## src/rtl/itof_issue_queue_if.sv

```systemverilog
// itof_issue_queue_if: request/response bundle of the itof issue queue.
// master = request producer / writeback consumer, slave = the issue queue.
interface itof_issue_queue_if #(
  parameter int TAG_W = 5
);
  // request side (integer register read -> queue)
  logic             in_valid;
  logic             in_ready;
  logic [31:0]      in_x;
  logic [TAG_W-1:0] in_tag;
  // result side (queue -> FP register-file writeback)
  logic             out_valid;
  logic             out_ready;
  logic [31:0]      out_y;
  logic [TAG_W-1:0] out_tag;

  modport master (
    output in_valid, in_x, in_tag, out_ready,
    input  in_ready, out_valid, out_y, out_tag
  );

  modport slave (
    input  in_valid, in_x, in_tag, out_ready,
    output in_ready, out_valid, out_y, out_tag
  );
endinterface

```

## src/rtl/itof_issue_queue.sv

```systemverilog
// itof_issue_queue: small FIFO of int->float requests feeding a combinational
// itof converter whose result is held in a valid/ready output register.
// Optional feature macro: FCVT_PERF_EN adds the stall_cnt output (cycles with
// out_valid & !out_ready, saturating, cleared only by reset).

// Combinational signed int32 -> IEEE-754 single, mantissa truncated.
// The magnitude is kept to 31 bits, so 0x80000000 collapses to zero; this
// matches the legacy converter bit for bit and is kept on purpose.
module itof_issue_queue_cvt (
  input  logic [31:0] x_i,
  output logic [31:0] y_o
);
  logic        sign;
  logic [30:0] mag;
  logic [4:0]  msb;
  logic [30:0] norm;
  logic [22:0] mant;
  logic [7:0]  expo;

  // Find the leading one, normalise it to bit 30, drop it and truncate.
  always_comb begin
    sign = x_i[31];
    mag  = 31'(sign ? (~x_i + 32'd1) : x_i);
    msb  = '0;
    for (int i = 0; i < 31; i++) begin
      if (mag[i]) msb = 5'(i);
    end
    norm = mag << (5'd30 - msb);
    mant = 23'(norm >> 7);
    expo = 8'd127 + {3'b000, msb};
    if (mag == '0) y_o = '0;
    else           y_o = {sign, expo, mant};
  end
endmodule

module itof_issue_queue #(
  parameter int DEPTH = 4,   // power of two, >= 2
  parameter int TAG_W = 5
) (
  input  logic                clk,
  input  logic                rstn,
  input  logic                flush,
  itof_issue_queue_if.slave   io
`ifdef FCVT_PERF_EN
  ,
  output logic [31:0]         stall_cnt
`endif
);
  localparam int PTR_W = $clog2(DEPTH);
  localparam int CNT_W = $clog2(DEPTH + 1);

  typedef struct packed {
    logic [31:0]      x;
    logic [TAG_W-1:0] tag;
  } req_t;

  req_t             mem_q [DEPTH];
  logic [PTR_W-1:0] wr_ptr_q, wr_ptr_d;
  logic [PTR_W-1:0] rd_ptr_q, rd_ptr_d;
  logic [CNT_W-1:0] count_q, count_d;

  logic             out_valid_q, out_valid_d;
  logic [31:0]      out_y_q, out_y_d;
  logic [TAG_W-1:0] out_tag_q, out_tag_d;

  logic             in_ready;
  logic             push;
  logic             ld;
  req_t             head;
  logic [31:0]      cvt_y;

  // Accept only on free space; no full-bypass even when popping this cycle.
  assign in_ready = (count_q != CNT_W'(DEPTH));
  assign push     = io.in_valid & in_ready;
  // Refill the result register whenever it is empty or being consumed.
  assign ld       = (count_q != '0) & (~out_valid_q | io.out_ready);
  assign head     = mem_q[rd_ptr_q];

  itof_issue_queue_cvt u_cvt (
    .x_i (head.x),
    .y_o (cvt_y)
  );

  // Entry storage; no reset needed, occupancy is tracked by count_q.
  always_ff @(posedge clk) begin
    if (push && !flush) mem_q[wr_ptr_q] <= '{x: io.in_x, tag: io.in_tag};
  end

  // Pointer/occupancy next state; flush wins over push and pop.
  always_comb begin
    wr_ptr_d = wr_ptr_q;
    rd_ptr_d = rd_ptr_q;
    count_d  = count_q;
    if (flush) begin
      wr_ptr_d = '0;
      rd_ptr_d = '0;
      count_d  = '0;
    end else begin
      if (push) wr_ptr_d = wr_ptr_q + PTR_W'(1);
      if (ld)   rd_ptr_d = rd_ptr_q + PTR_W'(1);
      case ({push, ld})
        2'b10:   count_d = count_q + CNT_W'(1);
        2'b01:   count_d = count_q - CNT_W'(1);
        default: count_d = count_q;
      endcase
    end
  end

  // Pointer/occupancy registers.
  always_ff @(posedge clk or negedge rstn) begin
    if (!rstn) begin
      wr_ptr_q <= '0;
      rd_ptr_q <= '0;
      count_q  <= '0;
    end else begin
      wr_ptr_q <= wr_ptr_d;
      rd_ptr_q <= rd_ptr_d;
      count_q  <= count_d;
    end
  end

  // Result register next state: load, drain, or hold under stall.
  always_comb begin
    out_valid_d = out_valid_q;
    out_y_d     = out_y_q;
    out_tag_d   = out_tag_q;
    if (flush) begin
      out_valid_d = 1'b0;
    end else if (ld) begin
      out_valid_d = 1'b1;
      out_y_d     = cvt_y;
      out_tag_d   = head.tag;
    end else if (out_valid_q && io.out_ready) begin
      out_valid_d = 1'b0;   // drained with nothing behind it; data holds
    end
  end

  // Result register.
  always_ff @(posedge clk or negedge rstn) begin
    if (!rstn) begin
      out_valid_q <= 1'b0;
      out_y_q     <= '0;
      out_tag_q   <= '0;
    end else begin
      out_valid_q <= out_valid_d;
      out_y_q     <= out_y_d;
      out_tag_q   <= out_tag_d;
    end
  end

  assign io.in_ready  = in_ready;
  assign io.out_valid = out_valid_q;
  assign io.out_y     = out_y_q;
  assign io.out_tag   = out_tag_q;

`ifdef FCVT_PERF_EN
  logic [31:0] stall_cnt_q, stall_cnt_d;

  // Count writeback back-pressure cycles, saturating; flush does not clear.
  always_comb begin
    stall_cnt_d = stall_cnt_q;
    if (out_valid_q && !io.out_ready && (stall_cnt_q != '1))
      stall_cnt_d = stall_cnt_q + 32'd1;
  end

  // Stall counter register.
  always_ff @(posedge clk or negedge rstn) begin
    if (!rstn) stall_cnt_q <= '0;
    else       stall_cnt_q <= stall_cnt_d;
  end

  assign stall_cnt = stall_cnt_q;
`endif
endmodule

```

## src/flat_wrapper.sv

```systemverilog
// flat-port wrapper written by rule: the top's interface ports become plain ports
module itof_issue_queue_flat 
#(
  parameter int DEPTH = 4,                        
  parameter int TAG_W = 5
)
  (clk, rstn, flush, io_in_valid, io_in_x, io_in_tag, io_out_ready, io_in_ready, io_out_valid, io_out_y, io_out_tag);
  itof_issue_queue_if #(.TAG_W(TAG_W)) io_i ();
  input  logic clk;
  input  logic rstn;
  input  logic flush;
  input wire logic [$bits(io_i.in_valid)-1:0] io_in_valid;
  input wire logic [$bits(io_i.in_x)-1:0] io_in_x;
  input wire logic [$bits(io_i.in_tag)-1:0] io_in_tag;
  input wire logic [$bits(io_i.out_ready)-1:0] io_out_ready;
  output wire logic [$bits(io_i.in_ready)-1:0] io_in_ready;
  output wire logic [$bits(io_i.out_valid)-1:0] io_out_valid;
  output wire logic [$bits(io_i.out_y)-1:0] io_out_y;
  output wire logic [$bits(io_i.out_tag)-1:0] io_out_tag;
  assign io_i.in_valid = io_in_valid;
  assign io_i.in_x = io_in_x;
  assign io_i.in_tag = io_in_tag;
  assign io_i.out_ready = io_out_ready;
  assign io_in_ready = io_i.in_ready;
  assign io_out_valid = io_i.out_valid;
  assign io_out_y = io_i.out_y;
  assign io_out_tag = io_i.out_tag;
  itof_issue_queue #(.DEPTH(DEPTH), .TAG_W(TAG_W)) u_core (.clk(clk), .rstn(rstn), .flush(flush), .io(io_i));
endmodule
```

## config.mk

```make
export PLATFORM = sky130hd
export DESIGN_NAME = itof_issue_queue_flat
export DESIGN_NICKNAME = d
export VERILOG_FILES = /design/src/rtl/itof_issue_queue_if.sv /design/src/rtl/itof_issue_queue.sv /design/src/flat_wrapper.sv
export SDC_FILE = /design/constraint.sdc
export NUM_CORES = 1
export LEC_CHECK = 0
export ABC_AREA = 1
export CAP_MARGIN = 5
export CORE_MARGIN = 3
export CORE_UTILIZATION = 64
export DETAILED_ROUTE_END_ITERATION = 8
export PLACE_DENSITY = 0.91
export RECOVER_POWER = 50
export SYNTH_ARGS = -nofsm -noshare
export SYNTH_HDL_FRONTEND = slang
export SYNTH_HIERARCHICAL = 1
export SYNTH_SLANG_ARGS = --single-unit
```

## constraint.sdc

```tcl
create_clock -name clk -period 12.15 [get_ports clk]
set_input_delay 2.43 -clock clk [delete_from_list [all_inputs] [get_ports clk]]
set_output_delay 2.43 -clock clk [all_outputs]
set_load 0.02 [all_outputs]
```

==> flow_summary.json <==
{
  "tightest_slew_ns": 2.345,
  "muxShareOfSynthArea_pct": 0,
  "start_kind": "register",
  "overflow": 0,
  "ys_warn_count": 6,
  "cts_sinks": 193,
  "drt-vias-per-instance": 5.814,
  "nets": 1316,
  "slew_violations": 46,
  "start_util_pct": 66.92,
  "n_antenna_cell": 0,
  "drt-pass1-iter-count": 7,
  "whs_endpoint": "u_core/io.out_y[7]$_DFFE_PN0P_",
  "wire_per_inst_um": 16.22,
  "post-route-period-util_pct": 53.30,
  "cp_top_family": "simple AND/OR/NAND/NOR gates",
  "cp.arrival_ns": 6.81,
  "netlist_top_cells_area": "edfxtp_1 43%, nand2_1 14%, dfrtp_1 11%",
  "rsz0062_at_grt": "no",
  "holdPathStages": 2,
  "synth_area_per_cell_sq_um": 8.531,
  "cpMostUsedCell": "nand2_1",
  "cp_num_buf_inv": 5,
  "max_stage_delay_ns": 0.77,
  "clock_path_buffers": 2,
  "tritoncts": "done",
  "drv_cap": 1,
  "multi_input_area_sq_mm": 0.004160,
  "min-delay-start": "u_core/io.out_y[7]$_DFFE_PN0P_",
  "r2r_slack_ns": 5.67,
  "ys_seq_area_share_pct": 53.57,
  "postSynthCellCount": 1219,
  "finalSetupTns_ns": 0,
  "violations": "max-capacitance violations, max-slew violations",
  "antenna_left": 0,
  "status": "finished, violations left",
  "grt_pass1_vias": 7923,
  "synth_fa_ha_area_share_pct": 0.7941,
  "cts-root-buf": "clkbuf_16",
  "cp-end-kind": "register",
  "reg2regPathDepth": 29,
  "antenna_found_initial": 0,
  "post-route-drc-count": 0,
  "clk_latency_ns": 0.44,
  "gr-usage-all-layers_pct": 27.57,
  "vias": 8675,
  "postCtsSetupBuffers": 0,
  "drive_above_1_share_pct": 6.792,
  "yosysUniqueCellTypes": 44,
  "setup_viol_count_final": 0,
  "fillers": 1096,
  "synth_edf_count": 148,
  "place.gp.congestion": 0.9869,
  "ys_ff_latch": 193,
  "max_clock_freq_ghz": 0.1544,
  "grt_max_degree": 77,
  "coreArea_sq_mm": 0.01554,
  "synth_top_family_by_area": "simple AND/OR/NAND/NOR gates",
  "fp.dieArea_sq_mm": 0.01781,
  "synth_compound_area_share_pct": 9.505,
  "crit_type": "reg2reg",
  "hold_slack_ns": 0.4727,
  "area_growth_pct": 13.02,
  "synthXorXnorAreaFrac_pct": 2.527,
  "htreeDepth": 4,
  "crit_slowest_cell": "nand2_1",
  "ios": 81,
  "r2r_start": "u_core/rd_ptr_q[0]$_DFFE_PN0P_",
  "skew_ns": 0.009054,
  "finalCriticalPeriod_ns": 6.476,
  "die_w_um": 133.5,
  "synth_fp_nets": 1267,
  "synth_top_area_share_pct": 42.74,
  "cts_resized": 0,
  "dpl.hpwl_um": 15810,
  "hold_viol": 0,
  "cp.required_ns": 12.48,
  "regArea_sq_mm": 0.005572,
  "hp-class": "reg2reg",
  "port_buffers": 80,
  "synth_top_cell_by_area": "edfxtp_1",
  "cts_buffers": 17,
  "synth-simple-area-share_pct": 26.96,
  "reg2reg_to": "u_core/io.out_y[22]$_DFFE_PN0P_",
  "drtIter0Drc": 1031,
  "crit_path_max_fanout": 76,
  "syn_area_sq_mm": 0.01040,
  "relSlewSlack_pct": -56.33,
  "drt-total-wl_um": 24200,
  "die_y_um": 133.5,
  "synthFlopType": "edfxtp_1",
  "synth-async-reset-ratio_pct": 23.32,
  "clk_pin_slew_ns": 0.07,
  "placementRows": 45,
  "grt_pass1_wl_um": 39300,
  "hold_buffers": 0
}
[per-stage QoR]
step | std cells | instance area, sq um | setup WS [ns] | util, %
detailed placement | 1460 | 11210 | 5.924 | 72.14
finish | 1492 | 11750 | 5.674 | 75.63
global route | 1492 | 11750 | 4.982 | 75.63
CTS | 1492 | 11770 | 5.854 | 75.72
global placement | 1460 | 11210 | 6.064 | 72.14
floorplan | 1219 | 10400 | 7.401 | -
[area by class of cell]
| type | count | share of cell area [%] |
|---|---|---|
| Timing Repair Buffer | 87 | 7.208 |
| Clock buffer | 18 | 3.652 |
| Sequential cell | 193 | 47.41 |
| Tap cell | 211 | 2.246 |
| Clock inverter | 14 | 1.086 |
| Multi-Input combinational cell | 875 | 35.40 |
| Inverter | 94 | 3.002 |
[layout by cell type (no fill, tap or decap), types with 5 or more instances in the layout]
master and n:
nor2_1 121, buf_4 7, o22ai_1 36, dfrtp_1 44
edfxtp_1 148, nor2_4 7, inv_1 86, nand2_2 11
clkdlybuf4s50_1 27, inv_2 8, clkbuf_16 17, nor2_2 6
nand2_1 385, ha_1 5, o21ai_1 16, dlygate4sd3_1 52
nand3_1 112, a21oi_1 14, xor2_1 20, o21ai_0 99
[worst max path at each step]
stage,to,slack [ns],startpoint,cells past startpoint
2_1_floorplan,u_core/mem_q[0][0]$_DFFE_PP_,7.40,io_in_valid,4
3_3_place_gp,u_core/io.out_y[7]$_DFFE_PN0P_,6.06,u_core/rd_ptr_q[0]$_DFFE_PN0P_,33
3_5_place_dp,u_core/io.out_y[20]$_DFFE_PN0P_,5.92,u_core/rd_ptr_q[0]$_DFFE_PN0P_,29
4_1_cts,u_core/io.out_y[22]$_DFFE_PN0P_,5.85,u_core/rd_ptr_q[0]$_DFFE_PN0P_,29
5_1_grt,u_core/io.out_y[14]$_DFFE_PN0P_,4.98,u_core/rd_ptr_q[0]$_DFFE_PN0P_,44
6_report,u_core/io.out_y[22]$_DFFE_PN0P_,5.67,u_core/rd_ptr_q[0]$_DFFE_PN0P_,29
[tightest hold or removal path: stages, from the launching register on]
cell,delay [ns]
dfrtp_1,0.34
nand2_1,0.05
nand2_1,0.05
[cell usage after synthesis, types with 3 or more instances]
library cell / n
buf_2: 9
nor2_2: 6
o31ai_1: 3
nand3_1: 112
nor2_4: 3
buf_6: 8
clkbuf_1: 24
nand4_1: 4
nor4_1: 3
nand2_1: 384
inv_1: 87
buf_4: 14
o211ai_1: 3
o22ai_1: 37
xor2_1: 20
ha_1: 5
edfxtp_1: 148
o21ai_2: 3
inv_2: 7
nor3_1: 4
nand2_2: 12
a21oi_1: 13
dfrtp_1: 45
o21ai_1: 16
o21ai_0: 99
nand2_4: 3
nor2_1: 125
[metal layers]
layer | part of all wire (%) | up-vias | GRT usage [%] | wire length [um]
met5 | 0 | - | 0 | 0
met4 | 2.1 | 0 | 9.029 | 505
met3 | 7.4 | 55 | 5.400 | 1781
met2 | 51 | 457 | 47.04 | 12310
met1 | 40 | 4004 | 35.81 | 9599
li1 | - | 4159 | - | -
[sequential cells by signal, summed over array words and instances, names as in the netlist]
register,cells
u_core/io.out_y,32
u_core/rd_ptr_q,2
u_core/mem_q,148
u_core/io.out_tag,5
u_core/count_q,3
u_core/wr_ptr_q,2
u_core/io.out_valid,1
[logic make-up after synthesis]
logic type / after synthesis
XOR/XNOR: 24
AO/OA/AOI/OAI: 179
flip-flops: 193
AND/OR/NAND/NOR: 666
adder cells (fa/ha/maj): 6
buffers and inverters: 151
Power is not shown: default switching activity piles up to over one toggle a cycle in this logic, so the estimate is an artifact.
==> edit (same settings) <==
Take the reset off `out_tag_q` and load it in a clocked block of its own.
--- a/src/rtl/itof_issue_queue.sv
+++ b/src/rtl/itof_issue_queue.sv
@@ -142,3 +142,2 @@
       out_y_q     <= '0;
-      out_tag_q   <= '0;
     end else begin
@@ -146,4 +145,7 @@
       out_y_q     <= out_y_d;
-      out_tag_q   <= out_tag_d;
     end
+  end
+
+  always_ff @(posedge clk) begin
+    out_tag_q <= out_tag_d;
   end
Function: differs if rstn is asserted again (counterexample within 4 cycles, from zero or initial values and one cycle with rstn low); with rstn held inactive, the same outputs for 4 cycles.
==> edit against the unedited design <==
  * The run still ends with max-capacitance violations, max-slew violations left
  * Highest routed layer unchanged
  * Cell area is essentially flat
  * Die area shrank 0.20%
  * Routed wire length grew 1.4%
  * Synthesized area shrank 0.22%
  * Core utilization is essentially flat
  * Worst setup slack lost 0.75 ns
  * Sequential share of layout area grew 0.18 points
  * Sequential cell count is the same
Power is not shown: default switching activity piles up to over one toggle a cycle in this logic, so the estimate is an artifact.
==> edit: results (changes against the unedited design) <==
metric;value;unit;change
outcome;finished, violations left;;
violations;max-capacitance violations, max-slew violations;;
async_flop_share;20.7;%;-2.6 points
synth_nets;1251;;-1.3%
io_buffers;80;;unchanged
min_to;u_core/io.out_y[11]$_DFFE_PN0P_;;
dp_hpwl;16.1;mm;+2.1%
r2r_slack;4.92;ns;-0.75 ns
cap_viol_max_count;2;;+1
place_inst;1447;;-0.89%
grt_usage;28.0;%;+0.40 points
placed_area;11200;sq um;about the same
finalNonFillerCells;1479;;-0.87%
fin_hold_ws;0.479;ns;+0.00637 ns
maxSlewViolCount;81;;+76%
synth_cell_type_count;46;;+4.5%
timing.fmax;138;MHz;-10%
cts_resized;0;;unchanged
wl;24.5;mm;+1.4%
max_slew.worst_pin.slew;2.04;ns;-0.307 ns
min_from;u_core/io.out_y[11]$_DFFE_PN0P_;;
reg2regPathDepth;25;;-14%
worst_ep_arrival_time;7.55;ns;+0.74 ns
grt_pass1_vias;8162;;+3.0%
drt_first_pass_iters;8;;+1
pre_cts_ws;5.84;ns;-0.0847 ns
layout-drive-gt1-share;6.94;%;+0.15 points
gp_congestion;0.963;;-2.4%
synth_edf_count;153;;+3.4%
drtIter0Drc;1189;;+15%
netlist_instances;1203;;-1.3%
seq_area_frac_synth;53.9;%;+0.36 points
reg2reg_to;u_core/io.out_y[19]$_DFFE_PN0P_;;
vias_per_cell;5.85;;+0.54%
## edit: worst max-delay path, cell delays in order (launching register included)
cell and delay (ns):
dfrtp_2 0.34, buf_4 0.58, inv_1 0.67, clkbuf_1 0.77
o21ai_0 0.52, o22ai_1 0.21, or2_2 0.32, or4_1 0.53
nand2_2 0.11, o21ai_2 0.09, nor2_4 0.12, o21ai_2 0.10
xnor2_4 0.64, nand2_1 0.13, nor2_2 0.15, nand2_1 0.17
inv_1 0.11, nand4_1 0.09, nand2_1 0.74, nand3_1 0.20
nand2_1 0.11, nand2_1 0.07, nand3_1 0.10, o21ai_1 0.06
nand2_1 0.07, nand2_1 0.07
## edit: per-layer routing
layer | up-vias | wire length [microns] | GRT usage [%]
met5 | - | 0 | 0
met2 | 441 | 12400 | 48.1
met1 | 4022 | 9550 | 35.1
met3 | 62 | 1910 | 5.29
met4 | 0 | 711 | 11.4
li1 | 4121 | - | -
## edit: cell families (layout without fill, tap and decap cells)
group                    Yosys count  after routing  synth area share [%]
XOR/XNOR                          24             24                  2.53
buffers and inverters            150            215                  6.69
AO/OA/AOI/OAI                    179            179                  9.53
flip-flops                       193            193                  53.9
adder cells (fa/ha/maj)            6              6                 0.796
AND/OR/NAND/NOR                  651            651                  26.5
## edit: layout make-up
| cell class | count | area, sq um |
|---|---|---|
| repair buffers | 89 | 858 |
| flip-flops and latches | 193 | 5600 |
| multi-input cells | 860 | 4100 |
| clock inverters | 13 | 148 |
| clock buffers | 19 | 443 |
| inverters | 94 | 354 |
| fillers | 1067 | 3780 |
| well taps | 211 | 264 |
